<file path="src/rtl/vc_fifo_head_mc.sv">
// Multi-channel valid/credit FIFO head.
// Producer side of N independent FIFOs sharing one RAM write port; channel c owns
// RAM addresses c*depth .. c*depth+depth-1. Each channel keeps its own write pointer,
// outstanding-credit count and sticky overflow flag, so no credit-honouring producer
// can ever overrun a tail FIFO.
// Optional feature macro: VC_FIFO_HEAD_MC_HIWAT_EN adds a per-channel usage
// high-water mark output (hiwat). Left undefined, the port and its registers are absent.

// Per-channel slice: pointer, credit counter, credit pulse and overflow flag.
module vc_fifo_head_ch #(
  parameter int depth = 16,
  parameter int asz   = $clog2(depth)
) (
  input  logic         clk,
  input  logic         reset_n,
  input  logic         v,
  input  logic [asz:0] rdptr,
  output logic         we,
  output logic         cr,
  output logic         ovf,
  output logic [asz:0] wrptr,
  output logic [asz:0] usage
`ifdef VC_FIFO_HEAD_MC_HIWAT_EN
  ,
  output logic [asz:0] hiwat
`endif
);

  // Credit math is one bit wider than the pointers so cnt + occ (up to 2*depth) never wraps.
  logic [asz+1:0] cissued, cnt_nxt, occ_nxt, cr_sum;
  logic [asz:0]   nxt_wrptr, occ_diff;
  logic           full, starve, cr_nxt;

  // Occupancy, write gating and next-cycle credit decision.
  always_comb begin
    usage     = wrptr - rdptr;
    full      = (usage == (asz+1)'(depth));
    we        = v & ~full;
    nxt_wrptr = wrptr + {{asz{1'b0}}, we};
    // A strobe with no credit held is a protocol error; the counter pins at zero.
    starve    = v & (cissued == '0);
    cnt_nxt   = starve ? '0 : (cissued - {{(asz+1){1'b0}}, v});
    occ_diff  = nxt_wrptr - rdptr;
    occ_nxt   = {1'b0, occ_diff};
    cr_sum    = cnt_nxt + occ_nxt;
    cr_nxt    = (cr_sum < (asz+2)'(depth));
  end

  // Pointer, credit and overflow state; reset wins over any traffic.
  always_ff @(posedge clk) begin
    if (!reset_n) begin
      wrptr   <= '0;
      cissued <= '0;
      cr      <= 1'b0;
      ovf     <= 1'b0;
    end else begin
      wrptr   <= nxt_wrptr;
      cissued <= cnt_nxt + {{(asz+1){1'b0}}, cr_nxt};
      cr      <= cr_nxt;
      if (starve | (v & full)) ovf <= 1'b1;
    end
  end

`ifdef VC_FIFO_HEAD_MC_HIWAT_EN
  // Track the largest occupancy seen since reset.
  always_ff @(posedge clk) begin
    if (!reset_n)          hiwat <= '0;
    else if (usage > hiwat) hiwat <= usage;
  end
`endif

endmodule

module vc_fifo_head_mc #(
  parameter int channels = 4,
  parameter int depth    = 16,
  parameter int asz      = $clog2(depth),
  parameter int csz      = $clog2(channels)
) (
  input  logic                          clk,
  input  logic                          reset_n,
  input  logic                          c_vld,
  input  logic [csz-1:0]                c_chan,
  output logic [channels-1:0]           c_cr,
  output logic                          wr_en,
  output logic [csz+asz-1:0]            wr_addr,
  output logic [channels*(asz+1)-1:0]   wrptr_head,
  input  logic [channels*(asz+1)-1:0]   rdptr_tail,
  output logic [channels*(asz+1)-1:0]   usage,
  output logic [channels-1:0]           overflow
`ifdef VC_FIFO_HEAD_MC_HIWAT_EN
  ,
  output logic [channels*(asz+1)-1:0]   hiwat
`endif
);

  logic [channels-1:0]          sel, we;
  logic [channels-1:0][asz:0]   wrptr, occ;
`ifdef VC_FIFO_HEAD_MC_HIWAT_EN
  logic [channels-1:0][asz:0]   hw;
  assign hiwat = hw;
`endif

  for (genvar g = 0; g < channels; g++) begin : g_ch
    assign sel[g] = c_vld & (c_chan == csz'(g));
    vc_fifo_head_ch #(.depth(depth), .asz(asz)) u_ch (
      .clk    (clk),
      .reset_n(reset_n),
      .v      (sel[g]),
      .rdptr  (rdptr_tail[g*(asz+1) +: asz+1]),
      .we     (we[g]),
      .cr     (c_cr[g]),
      .ovf    (overflow[g]),
      .wrptr  (wrptr[g]),
      .usage  (occ[g])
`ifdef VC_FIFO_HEAD_MC_HIWAT_EN
      ,
      .hiwat  (hw[g])
`endif
    );
  end

  assign wrptr_head = wrptr;
  assign usage      = occ;
  // At most one channel is selected, so the OR is the selected channel's enable.
  assign wr_en      = |we;

  // RAM address: channel index on top, selected channel's pointer (sans wrap bit) below.
  always_comb begin
    wr_addr = '0;
    for (int c = 0; c < channels; c++)
      if (c_chan == csz'(c)) wr_addr = {c_chan, wrptr[c][asz-1:0]};
  end

endmodule

</file>
<file path="config.mk">
export PLATFORM = sky130hd
export DESIGN_NAME = vc_fifo_head_mc
export DESIGN_NICKNAME = d
export VERILOG_FILES = /design/src/rtl/vc_fifo_head_mc.sv
export SDC_FILE = /design/constraint.sdc
export NUM_CORES = 1
export LEC_CHECK = 0
export BUFFER_PORTS_ARGS = -buffer_cell sky130_fd_sc_hd__buf_2
export CORE_MARGIN = 2
export CORE_UTILIZATION = 30
export CTS_BUF_LIST = sky130_fd_sc_hd__clkbuf_4 sky130_fd_sc_hd__clkbuf_8 sky130_fd_sc_hd__clkbuf_16
export CTS_CLUSTER_SIZE = 12
export DETAILED_ROUTE_END_ITERATION = 8
export GPL_TIMING_DRIVEN = 0
export PLACE_DENSITY = 0.58
export SETUP_SLACK_MARGIN = 0.3
export SYNTH_ARGS = -nofsm -noshare
export SYNTH_HDL_FRONTEND = slang
export SYNTH_SLANG_ARGS = --single-unit
export TNS_END_PERCENT = 1
</file>
<file path="constraint.sdc">
create_clock -name clk -period 14.35 [get_ports clk]
set_input_delay 3.5875 -clock clk [delete_from_list [all_inputs] [get_ports clk]]
set_output_delay 3.5875 -clock clk [all_outputs]
set_load 0.02 [all_outputs]
</file>
* After elaboration in Yosys (flattened, before gate mapping)
Index checks and enable logic that the tools add are counted.
Widths: inputs -> output; s select.
** Cells by class
- Eq/ne operators :: 7
- Mux-type cells :: 8
- Bitwise operators :: 24
- Reduce and logical (&&, ||, !) cells :: 6
- Add/subtract/negate cells :: 24
- Order comparisons :: 4
** Operators by type and width (count)
- $mux 6 :: 8
- $sub 5x5->5 :: 8
- $add 6x1->6 :: 4
- $add 6x5->6 :: 4
- $logic_not 6->1 :: 4
- $lt 6x5->1 const B :: 4
- $sub 6x1->6 :: 4
- $add 5x1->5 :: 4
- $eq 5x5->1 const B :: 4
- $and 1x1->1 :: 16
- $eq 2x2->1 const B :: 2
- $not 1->1 :: 4
- $or 1x1->1 :: 4
- $reduce_or 4->1 :: 1
- $eq 2x1->1 const B :: 1
- $logic_not 2->1 :: 1
** Word-level totals
- Input port bits :: 25
- Output and inout bits :: 55
- Bits in registers :: 52
- Logic and storage cells :: 89

* Logic depth before layout (Yosys ltp)
- Word-level depth :: 9
- Depth in mapped cells :: 27
- Depth with buffers taken out :: 27

* Modules after synthesis
From an unflattened synthesis, not the netlist that was laid out.
** Second synthesis, totals
- Cell total of the unflattened synthesis :: 532
- Area, all modules :: 4600.7 µm²
** Modules (own cells, without submodules)
- vc_fifo_head_ch (g_ch[1].u_ch ...) :: area an instance 1112.3 µm², seq. area each 260.2 µm², instances 2, cells each 130
- vc_fifo_head_ch (g_ch[0].u_ch) :: area an instance 1111.1 µm², seq. area each 260.2 µm², instances 1, cells each 130
- vc_fifo_head_ch (g_ch[3].u_ch) :: area an instance 1109.8 µm², seq. area each 260.2 µm², instances 1, cells each 129
- vc_fifo_head_mc :: area an instance 155.1 µm², seq. area each 0.0 µm², instances 1, cells each 13

* Worst setup path after synthesis
Ideal clock, no wire load.
- Path type :: input to output
- From :: input rdptr_tail[5]
- To :: output wr_en
- Data arrival time :: 5.330 ns
- Slack :: 5.432 ns
- Stages on the path :: 6
- Buffers on the path :: 0
- Required time :: 10.762 ns
- Cells stage by stage :: ha_1 > fa_1 > xnor2_1 > or3_1 > o31ai_1 > o2111ai_1
** On the way
- Longest elaborated chain between the ends :: 5
** Ends and longest elaborated chain
- from (decl) :: line 88 : input logic [channels*(asz+1)-1:0] rdptr_tail,
- $sub 5x5->5 :: line 36 : usage = wrptr - rdptr;
- via usage[7] :: line 89 : output logic [channels*(asz+1)-1:0] usage,
- $eq 5x5->1 :: line 37 : full = (usage == (asz+1)'(depth));
- $not 1->1 :: line 38 : we = v & ~full;
- $and 1x1->1 :: line 38
- $reduce_or 4->1 :: line 126 : assign wr_en = |we;
- to (decl) :: line 85 : output logic wr_en,
The timed path passes the listed nets, and every way through them passes these cells.

* Worst setup path in the final report
- From :: input rdptr_tail[0]
- To :: output wr_en
** On the way
- Longest elaborated chain between the ends :: 5
** Ends and longest elaborated chain (line)
- $sub 5x5->5 :: 36
- $eq 5x5->1 :: 37
- $not 1->1 :: 38
- $and 1x1->1 :: 38
- $reduce_or 4->1 :: 126
No other way between the ends.

==> impl_metrics.yaml <==
global_routing:
  grt_max_degree: 16
  grt_usage_pct: 13.63
  grt_pass1_wl_um: 17950
  grt_pass1_vias: 3553
  antenna_found_initial: 0
  gr-total-overflow: 0
sta:
  tightest_slew_ps: 751.1
  setup_viol: 0
  finalCritPeriodShare_pct: 65.31
  relSlewSlack_pct: 49.93
  hold_slack_ps: 484.7
  period_needed_ps: 9372
  fin_worst_skew_ps: 9.809
  rsz0062_at_grt: "false"
  fmax_ghz: 0.1067
  tns_ps: 0
  slew_violations: 0
  finalHoldViolations: 0
power:
  peakVddDrop_mv: 0.04870
  powerDensity_mw_per_mm2: 104.1
  leakage_nw: 2.817
synthesis:
  synth_nets: 653
  synth_ff_type: "dfxtp_1"
  syn-cell-area_mm2: 0.004785
  syn_inst: 548
  synth_edf_count: 0
  synth_area_leaders: "dfxtp_1 (22%), ha_1 (19%), xor2_1 (7.0%)"
  synth_seq_cells: 52
  ys_types: 54
  ys_warn_count: 0
  synth.avg_cell_area_um2: 8.731
  synth_top_area_cell: "dfxtp_1"
  seq_area_frac_synth_pct: 21.76
  synthDominantCellAreaShare_pct: 21.76
  async_flop_share_pct: 0
place:
  gp_congestion: 0.8059
  port_buffers: 77
  dpl.hpwl_um: 9254
setup_path:
  critPathLaunchType: "primary input"
  crit_top_cell: "buf_2"
  arrival_ps: 5780
  crit_chain: "buf_2 > ha_1 > fa_1 > inv_1 > or3_1 > o31ai_1 > o2111ai_1 > buf_2"
  crit_path_end_kind: "output port"
  worstPathRequired_ps: 10760
  worst-setup-path-type: "in2out"
  slowest_stage: "fa_1"
  path_max_fanout: 2
  slowest_delay_ps: 480
routing:
  wl_um: 11120
  drtAntennaViolNets: 0
  num_vias: 3774
  wire_per_inst_um: 13.09
  drtIter0Drc: 162
  drt-pass1-iter-count: 4
  drcViolationCount: 0
  routed_via_density: 4.445
clock_tree:
  cts_tree: "yes"
  cts.sinks: 52
  path_clk_slew_ps: 60
  root_buffer: "clkbuf_16"
  htree_num_levels: 2
  numCtsBuffers: 5
  ctsHoldBuffers: 0
  clockBufferDepth: 2
  clock_latency_ps: 310
  postCtsResizedCells: 0
  post-cts-setup-buffers: 0
final_layout:
  num_antenna_cells: 0
  final_common_cell: "buf_2"
  syn_to_final_growth_pct: 16.81
  nets: 737
  final_cell_mix: "buf_2 (79), inv_1 (74), ha_1 (72), nor2_1 (56), dfxtp_1 (52)"
  final_util_pct: 35.57
  final_layout_size_suffix_gt1_share_pct: 18.01
die:
  ioPinCount: 80
  core_area_mm2: 0.01571
  die-area_mm2: 0.01697
  die_x_um: 130.3
  dieHeight_um: 130.3
  rows: 46
  start_util_pct: 30.45
run:
  cap_violations: 0
worst_hold_path:
  holdCritPathClass: "reg2reg"
status:
  outcome: "finished clean"
## cells in the mapped netlist (2+ instances only)
cell type  number
and3b_1         4
mux2i_1         5
clkbuf_1        7
nor3b_1         7
nand3b_1        6
dfxtp_1        52
nor3_1          3
xnor2_1        36
and2_1         27
or3_1           7
fa_1            8
mux4_2          4
nor4_1          8
nand3_1        11
nand2_1         7
nand2b_1       15
nand4b_1        6
o21ai_0         3
buf_2           2
a41o_1          2
inv_1          74
o31ai_1         4
nor2_1         56
a21o_1         12
a21oi_1        25
nor4_4          3
buf_4           8
o31a_1          6
nor2b_1         6
or4_4           2
xor2_1         38
ha_1           72
## path summary, 6_finish.rpt
path,endpoint,slack (ps),startpoint,cells after the start
max,wr_en,4980,rdptr_tail[0],8
min,g_ch[2].u_ch.ovf$_SDFFE_PN0P_,480,g_ch[2].u_ch.ovf$_SDFFE_PN0P_,1
max reg2reg,g_ch[2].u_ch.cissued[4]$_SDFF_PN0_,8800,g_ch[2].u_ch.wrptr[0]$_SDFF_PN0_,24
min reg2reg,g_ch[2].u_ch.ovf$_SDFFE_PN0P_,480,g_ch[2].u_ch.ovf$_SDFFE_PN0P_,1
## per-layer routing
layer | global-route usage [%] | vias up | wire length (um)
met5 | 0 | - | 0
met4 | 2.657 | 0 | 92
met3 | 2.911 | 6 | 406
met2 | 21.10 | 53 | 4839
met1 | 19.61 | 1697 | 5776
li1 | - | 2018 | -
## stage by stage
| stage | setup WS [ps] | std cells | instance area [um^2] | power [mW] |
|---|---|---|---|---|
| after global placement | 4908 | 841 | 5440 | 0.4605 |
| final | 4978 | 849 | 5589 | 0.5821 |
| after global routing | 4788 | 849 | 5589 | 0.6339 |
| after CTS | 4916 | 849 | 5589 | 0.5911 |
| after detailed placement | 4929 | 841 | 5440 | 0.4603 |
| after floorplan | 5432 | 548 | 4785 | 0.3996 |
## state kept, by name, summed over array words and instances, names as in the netlist
| register | cells |
|---|---|
| g_ch.u_ch.cissued | 24 |
| g_ch.u_ch.wrptr | 20 |
| g_ch.u_ch.cr | 4 |
| g_ch.u_ch.ovf | 4 |
## area by class of cell
class / instances / area, um^2
fill: 1636 / 10120
multi-input combinational: 404 / 3358
sequential: 52 / 1041
timing repair buffer: 77 / 385.4
inverter: 74 / 277.8
tap: 216 / 270.3
clock buffer: 7 / 140.1
buffer: 18 / 107.6
clock inverter: 1 / 8.758
## where the power goes
group	internal, mW	switching (mW)
clock network	0.0691	0.0566
logic	0.123	0.147
registers	0.167	0.0196
## kinds of logic (layout without fill, tap and decap cells)
kind of cell	count (synthesis)	count (layout)	synth area share (%)
buffers and inverters	92	177	8.055
DFF	52	52	21.76
AOI/OAI and AO/OA	67	67	9.702
adders and majority gates	80	80	22.18
muxes	10	10	3.400
xor gates and xnor gates	74	74	13.55
and+or+nand+nor	173	173	21.36
## critical path, delay by kind of cell
family	cells	cell delay, ps
buf+inv	3	390
fa+ha+maj	2	680
compound gates	2	720
simple gates	1	400
No activity file was read; power rests on OpenSTA's default activity.
